### src/rtl/tcdm_bank_pkg.sv
// Shared types and helpers for the TCDM bank endpoint: FSM states, packed
// request field offsets (also used by the crossbar-side packer) and byte-mask expansion.
package tcdm_bank_pkg;

  localparam int MaxDataWidth = 1024;
  localparam int MaxBeWidth   = MaxDataWidth / 8;

  typedef enum logic [0:0] {
    IDLE  = 1'b0,
    MERGE = 1'b1
  } bank_state_e;

  // Request word layout, MSB first: {wen, be, addr, data}.
  function automatic int addr_lsb(input int data_width);
    return data_width;
  endfunction

  function automatic int be_lsb(input int data_width, input int addr_width);
    return data_width + addr_width;
  endfunction

  function automatic int wen_pos(input int data_width, input int addr_width);
    return data_width + addr_width + data_width / 8;
  endfunction

  function automatic int req_data_width(input int data_width, input int addr_width);
    return wen_pos(data_width, addr_width) + 1;
  endfunction

  function automatic logic [MaxDataWidth-1:0] be_to_mask(input logic [MaxBeWidth-1:0] be);
    logic [MaxDataWidth-1:0] mask;
    mask = '0;
    for (int i = 0; i < MaxBeWidth; i++) begin
      mask[8*i +: 8] = {8{be[i]}};
    end
    return mask;
  endfunction

endpackage

### src/rtl/tcdm_resp_pipe.sv
// Fixed-latency response pipeline: stage 1 gates the SRAM read data with the load
// tag, later stages forward it unchanged so non-load slots always read as zero.
module tcdm_resp_pipe #(
  parameter int Depth     = 1,
  parameter int DataWidth = 32
) (
  input  logic                 clk_i,
  input  logic                 rst_i,
  input  logic                 load_i,
  input  logic [DataWidth-1:0] mem_rdata_i,
  output logic [DataWidth-1:0] rdata_o
);

  logic                 tag_q;
  logic [DataWidth-1:0] stage1_data;

  // NOTE: sequential state uses non-blocking assignments so every register
  // samples the pre-edge value of its neighbour, giving a true shift.
  always_ff @(posedge clk_i) begin
    if (rst_i) tag_q <= 1'b0;
    else       tag_q <= load_i;
  end

  assign stage1_data = tag_q ? mem_rdata_i : '0;

  if (Depth == 1) begin : g_lat1
    assign rdata_o = stage1_data;
  end else begin : g_latn
    logic [DataWidth-1:0] fwd_q [Depth-1];

    always_ff @(posedge clk_i) begin
      if (rst_i) begin
        for (int i = 0; i < Depth - 1; i++) fwd_q[i] <= '0;
      end else begin
        fwd_q[0] <= stage1_data;
        for (int i = 1; i < Depth - 1; i++) fwd_q[i] <= fwd_q[i-1];
      end
    end

    assign rdata_o = fwd_q[Depth-2];
  end

endmodule

### src/rtl/tcdm_bank_rmw_adapter.sv
// Per-bank crossbar endpoint driving a single-port SRAM without byte enables;
// partial stores become a read followed by a merged full-word write.
module tcdm_bank_rmw_adapter
  import tcdm_bank_pkg::*;
#(
  parameter  int DataWidth    = 32,
  parameter  int AddrWidth    = 10,
  parameter  int RespLat      = 1,
  localparam int ReqDataWidth = req_data_width(DataWidth, AddrWidth)
) (
  input  logic                    clk_i,
  input  logic                    rst_i,
  input  logic                    req_i,
  output logic                    gnt_o,
  input  logic [ReqDataWidth-1:0] wdata_i,
  output logic [DataWidth-1:0]    rdata_o,
  output logic                    mem_req_o,
  output logic                    mem_we_o,
  output logic [AddrWidth-1:0]    mem_addr_o,
  output logic [DataWidth-1:0]    mem_wdata_o,
  input  logic [DataWidth-1:0]    mem_rdata_i
);

  localparam int BeWidth = DataWidth / 8;
  localparam int BeLsb   = be_lsb(DataWidth, AddrWidth);
  localparam int AddrLsb = addr_lsb(DataWidth);
  localparam int WenPos  = wen_pos(DataWidth, AddrWidth);

  if (RespLat < 1) begin : g_bad_lat
    $fatal(1, "tcdm_bank_rmw_adapter: RespLat must be at least 1");
  end
  if (DataWidth % 8 != 0 || DataWidth > MaxDataWidth) begin : g_bad_width
    $fatal(1, "tcdm_bank_rmw_adapter: DataWidth must be a multiple of 8");
  end

  logic                 req_wen;
  logic [BeWidth-1:0]   req_be;
  logic [AddrWidth-1:0] req_addr;
  logic [DataWidth-1:0] req_data;

  assign req_wen  = wdata_i[WenPos];
  assign req_be   = wdata_i[BeLsb +: BeWidth];
  assign req_addr = wdata_i[AddrLsb +: AddrWidth];
  assign req_data = wdata_i[DataWidth-1:0];

  bank_state_e          state_q, state_d;
  logic                 accept, load_accept, latch_en;
  logic [BeWidth-1:0]   be_q;
  logic [AddrWidth-1:0] addr_q;
  logic [DataWidth-1:0] data_q;
  logic [DataWidth-1:0] byte_mask;

  // Grant is a pure function of state and reset so it never loops back through the arbiter.
  assign gnt_o       = (state_q == IDLE) & ~rst_i;
  assign accept      = req_i & gnt_o;
  assign load_accept = accept & ~req_wen;
  assign byte_mask   = DataWidth'(be_to_mask(MaxBeWidth'(be_q)));

  // NOTE: every output of this block gets a default first, so no path can
  // leave a signal unassigned and infer a latch.
  always_comb begin
    state_d     = state_q;
    mem_req_o   = 1'b0;
    mem_we_o    = 1'b0;
    mem_addr_o  = '0;
    mem_wdata_o = '0;
    latch_en    = 1'b0;

    case (state_q)
      IDLE: begin
        if (accept) begin
          if (!req_wen) begin
            mem_req_o  = 1'b1;
            mem_addr_o = req_addr;
          end else if (&req_be) begin
            mem_req_o   = 1'b1;
            mem_we_o    = 1'b1;
            mem_addr_o  = req_addr;
            mem_wdata_o = req_data;
          end else if (|req_be) begin
            mem_req_o  = 1'b1;
            mem_addr_o = req_addr;
            latch_en   = 1'b1;
            state_d    = MERGE;
          end
        end
      end
      MERGE: begin
        // A reset landing here drops the write so memory keeps its old word.
        if (!rst_i) begin
          mem_req_o   = 1'b1;
          mem_we_o    = 1'b1;
          mem_addr_o  = addr_q;
          mem_wdata_o = (mem_rdata_i & ~byte_mask) | (data_q & byte_mask);
        end
        state_d = IDLE;
      end
      default: state_d = IDLE;
    endcase
  end

  always_ff @(posedge clk_i) begin
    if (rst_i) state_q <= IDLE;
    else       state_q <= state_d;
  end

  // NOTE: the latched store fields carry no reset; they are only consumed in
  // MERGE, which is always entered through a load of these registers.
  always_ff @(posedge clk_i) begin
    if (latch_en) begin
      be_q   <= req_be;
      addr_q <= req_addr;
      data_q <= req_data;
    end
  end

  tcdm_resp_pipe #(
    .Depth    (RespLat),
    .DataWidth(DataWidth)
  ) u_resp_pipe (
    .clk_i      (clk_i),
    .rst_i      (rst_i),
    .load_i     (load_accept),
    .mem_rdata_i(mem_rdata_i),
    .rdata_o    (rdata_o)
  );

endmodule
### config.mk
export PLATFORM = sky130hd
export DESIGN_NAME = tcdm_bank_rmw_adapter
export DESIGN_NICKNAME = d
export VERILOG_FILES = /design/src/rtl/tcdm_bank_pkg.sv /design/src/rtl/tcdm_resp_pipe.sv /design/src/rtl/tcdm_bank_rmw_adapter.sv
export SDC_FILE = /design/constraint.sdc
export NUM_CORES = 1
export LEC_CHECK = 0
export BUFFER_PORTS_ARGS = -buffer_cell sky130_fd_sc_hd__buf_2
export CORE_MARGIN = 2
export CORE_UTILIZATION = 48
export CTS_CLUSTER_DIAMETER = 150
export DETAILED_ROUTE_END_ITERATION = 16
export PLACE_DENSITY = 0.89
export RECOVER_POWER = 25
export SYNTH_ARGS = -nofsm -noshare
export SYNTH_HDL_FRONTEND = slang
export SYNTH_SLANG_ARGS = --single-unit
### constraint.sdc
create_clock -name clk_i -period 11.3 [get_ports clk_i]
set_input_delay 0.565 -clock clk_i [delete_from_list [all_inputs] [get_ports clk_i]]
set_output_delay 0.565 -clock clk_i [all_outputs]
set_load 0.1 [all_outputs]
# Word level (Yosys, flattened, before mapping)

Cells that the tools add are included.

Bits in registers: 48
Input bits: 82
Output and inout port bits: 77
Word-level logic and storage cells: 44

Mux-type cells: 27
Bitwise operators: 10
Reductions and logical operators: 2

Operator list:

| cell                                | count |
|---|---|
| two-way mux 32 bit                  | 5 |
| AND 32 bit                          | 2 |
| one-hot mux 32 bit (2 select lines) | 1 |
| two-way mux 10 bit                  | 5 |
| inverter 32 bit                     | 1 |
| bitwise OR 32 bit                   | 1 |
| one-hot mux 10 bit (2 select lines) | 1 |
| two-way mux 1 bit                   | 12 |
| one-hot mux 1 bit (2 select lines)  | 3 |
| AND reduction 4 bit                 | 1 |
| OR reduction 4 bit                  | 1 |
| AND 1 bit                           | 3 |
| inverter 1 bit                      | 3 |

# Logic depth before layout (Yosys ltp)

Word-level depth: 6
Gate-level depth with buffers: 5
Mapped depth without buffers: 3

# Hierarchy

Synthesis repeated with hierarchy kept, for this count alone.

Cell total of the unflattened synthesis: 208
Area, all modules: 2837.7 um^2

By module, submodules not included:

| module                | times used | cells an instance | area each (um^2) | sequential area each (um^2) |
|---|---|---|---|---|
| tcdm_bank_rmw_adapter | 1          | 171               | 2556.2           | 1401.3 |
| tcdm_resp_pipe        | 1          | 37                | 281.5            | 20.0 |

# Least setup slack after synthesis

OpenSTA, ideal clock, no wires.

Path type: input port to flip-flop
Start: input req_i
End: register addr_q[0], enable pin
Setup time: 0.580 ns
Arrival time: 5.596 ns
Setup slack: 5.124 ns
Cell stages on the path: 3
Path buffers: 1
Cells stage by stage: buf_2 nand2_1 nor4b_1

Longest elaborated chain between the ends: 3

Ends and longest elaborated chain:

| item                 | line                         | source |
|---|---|---|
| from (decl)          | tcdm_bank_rmw_adapter.sv:13  | `input logic req_i,` |
| AND 1 bit            | tcdm_bank_rmw_adapter.sv:55  | `assign accept = req_i & gnt_o;` |
| two-way mux 1 bit    | tcdm_bank_rmw_adapter.sv:71  | `if (accept) begin` |
| two-way mux 1 bit    | tcdm_bank_rmw_adapter.sv:69  | `case (state_q)` |
| via latch_en         | tcdm_bank_rmw_adapter.sv:47  | `logic accept, load_accept, latch_en;` |
| to (signal assigned) | tcdm_bank_rmw_adapter.sv:112 | `addr_q <= req_addr;` |
| to (decl)            | tcdm_bank_rmw_adapter.sv:49  | `logic [AddrWidth-1:0] addr_q;` |

The timed path passes the listed nets, and every way through them passes these cells.
A chain may end at the register's enable or synchronous reset.

# Final worst setup path

Start: input rst_i
End: output mem_wdata_o[0]

Longest elaborated chain between the ends: 5

Ends and longest elaborated chain:

| item                                  | line                        | source |
|---|---|---|
| from (decl)                           | tcdm_bank_rmw_adapter.sv:12 | `input logic rst_i,` |
| inverter 1 bit                        | tcdm_bank_rmw_adapter.sv:54 | `assign gnt_o = (state_q == IDLE) & ~rst_i;` |
| AND 1 bit                             | tcdm_bank_rmw_adapter.sv:54 |  |
| AND 1 bit                             | tcdm_bank_rmw_adapter.sv:55 |  |
| two-way mux 32 bit                    | tcdm_bank_rmw_adapter.sv:71 |  |
| one-hot mux 32 bit (2 select lines) * | tcdm_bank_rmw_adapter.sv:69 |  |
| to (decl)                             | tcdm_bank_rmw_adapter.sv:20 | `output logic [DataWidth-1:0] mem_wdata_o,` |

Mark *: on every way between the ends. The rest lies on a longest branch, timed or not.

==> summary.md <==
| Metric | Value |
|---|---|
| Outcome | `finished, final reports clean` |
| Synth area leaders | `edfxtp_1 (50%), o2bb2ai_2 (16%), mux2i_1 (12%)` |
| Die height | `80.1 µm` |
| Distinct cells, synth | `26` |
| Number of primary I/O pins | `159` |
| Layout cell share with drive strength beyond 1 | `47.8%` |
| Clock root buffer | `clkbuf_8` |
| Setup TNS | `0 ns` |
| Largest net degree at the start of global routing | `34` |
| Max cap viols | `0` |
| CTS sink count | `48` |
| Cells after Synth | `207` |
| Rows | `27` |
| Post_cts resized | `0` |
| Final instance area | `3600 µm²` |
| Crit path arrival time | `2.61 ns` |
| Pwr/cell area | `113 nW/µm²` |
| Reg power frac | `50.1%` |
| Most frequent cell on the critical path | `buf_2` |
| Clock power share | `25.2%` |
| Sw frac | `33.5%` |
| Worst path slowest cell | `and4_4` |
| Final-stage net count | `437` |
| PortBufs | `158` |
| Congestion Overflow GR | `0` |
| Final worst path period share | `28.1%` |
| Hold Path Class | `in2reg` |
| Startpoint Class | `input port` |
| Via count | `2197` |
| Shortest period the worst path allows | `3.17 ns` |
| Initial antenna violation count | `0` |
| Yosys warns | `0` |
| Setup repair after global routing missed its margin | `no` |
| DRC viols | `0` |
| Hold Startpoint | `wdata_i[38]` |
| Fmax | `315 MHz` |
| Maximum vdd drop | `0.0757 mV` |
| Vias per cell | `5.13` |
| Drt wl/cell | `14.5 µm` |
| Max Root-Sink Buffers | `2` |
| DRT iter0 DRCs | `88` |
| Net Sw Power | `0.137 mW` |
| TritonCTS clock tree | `yes` |
| Global-route wire length before repair | `9430 µm` |
| Max Slew Vio Count | `0` |
| Vias in the first global route | `2101` |
| Sequential area share after synthesis | `51.1%` |
| ANT cells | `0` |
| Syn_nets | `289` |
| Post-cts hold buffer count | `0` |
| H-tree depth | `2` |
| Critical path class | `in2out` |
| Commonest cells after routing, fill and taps aside | `buf_2 (127), edfxtp_1 (46), and2_1 (33)` |
| Iteration count of the initial detailed-routing pass | `4` |
| Crit-path cells | `buf_2, nor2_1, and4_4, o2bb2ai_1, buf_2` |
| Logic pwr share | `24.6%` |
| CTS Buf Count | `5` |
| Final-report hold violation count | `0` |
| Drt total wl | `6200 µm` |
| Critical Path End Type | `primary output` |
| CP peak stage delay | `0.73 ns` |
| Final core occ | `65.0%` |
| Post-synth top area share | `49.6%` |
| Top delay family on crit path | `simple AND/OR/NAND/NOR gates` |
| Area of the core | `5540 µm²` |
| WHS | `0.457 ns` |
| Initial Util | `50.2%` |
| Clock slew at reported path FFs | `0.09 ns` |
| WP buf/inv | `2` |
| Postcts setup bufs | `0` |
| Max-slew headroom | `32.3%` |
| P&R area growth vs syn | `29.4%` |
| Crit Path Max Fanout | `33` |
| Antenna Nets Post-Route | `0` |
| Post-DP Area | `3550 µm²` |
| Worst EP required | `10.74 ns` |
| GPL Wtd Cong | `0.740` |
| Least-Margin Pin Slew | `1.02 ns` |
| Synth Cell Area | `2780 µm²` |
| Crit path launch | `rst_i` |
| Clock Skew | `0.00694 ns` |
| Dpl hpwl | `4670 µm` |
| Commonest non-fill, non-tap cell in the layout | `buf_2` |
| Worst-Skew Late Latency | `0.29 ns` |
| Syn_area_per_cell | `13.4 µm²` |
| Area leader, netlist | `edfxtp_1` |
| Reg-to-Reg Start | `state_q` |
| P_leak | `1.61 nW` |
| GRT Resource Usage Total | `19.1%` |
| Final Setup Violations | `0` |
| Die Footprint | `6420 µm²` |
| Total internal power | `0.271 mW` |
| Die W | `80.1 µm` |
| Yosys reg bits | `48` |
[per-layer routing]
layer  up-vias  wire (µm)  global-route usage (%)
met3         6        456                    4.27
met5         -          0                       0
met1      1007       2350                    21.1
li1       1083          -                       -
met2       101       3340                    36.1
met4         0         58                    6.10
[Yosys cell counts, drive strengths merged]
master,instances
o41ai,1
or2,1
and2,33
mux2i,32
o2bb2ai,32
and4,2
nand2,11
dfxtp,2
edfxtp,46
o21ai,10
nor2,2
inv,1
clkbuf,7
nor2b,1
buf,12
nor4,1
nand3,9
nor4b,2
nand2b,2
[final timing paths]
kind,cells after the start,slack (ns),endpoint
max,5,8.13,mem_wdata_o[0]
min,1,0.46,addr_q[6]
max reg2reg,4,9.10,data_q[20]
min reg2reg,3,0.86,u_resp_pipe.tag_q
[cells by family (layout without fill, tap and decap cells)]
| family | after synthesis | count (layout) | synth area share [%] |
|---|---|---|---|
| multiplexers | 32 | 32 | 11.5 |
| AO/OA/AOI/OAI | 43 | 43 | 18.9 |
| AND/OR/NAND/NOR | 64 | 64 | 13.3 |
| flip-flops | 48 | 48 | 51.1 |
| buffers and inverters | 20 | 169 | 5.22 |
[flip-flops by register name, summed over array words and instances (netlist names)]
signal             flops
addr_q                10
be_q                   4
data_q                32
state_q                1
u_resp_pipe.tag_q      1
[power by group through the flow]
stage | clock network (mW) | logic (mW) | registers (mW)
2_1_floorplan | 0 | 0.0757 | 0.207
3_3_place_gp | 0 | 0.101 | 0.208
3_5_place_dp | 0 | 0.102 | 0.209
4_1_cts | 0.107 | 0.102 | 0.204
5_1_grt | 0.112 | 0.105 | 0.205
6_report | 0.103 | 0.100 | 0.204
[layout make-up]
cell class	count	area [µm²]
clock inverters	2	10.0
flip-flops and latches	48	1420
inverters	1	3.75
multi-input cells	139	1220
fillers	470	1940
well taps	72	90.1
repair buffers	160	767
clock buffers	6	82.6
[metrics by stage]
stage	std cells	total power, mW	setup slack (ns)
floorplan	207	0.282	5.12
global placement	420	0.309	8.19
detailed placement	420	0.311	8.12
CTS	428	0.414	8.11
global route	428	0.422	8.05
finish	428	0.408	8.13
Note: power is estimated with default switching activity, not from simulation.
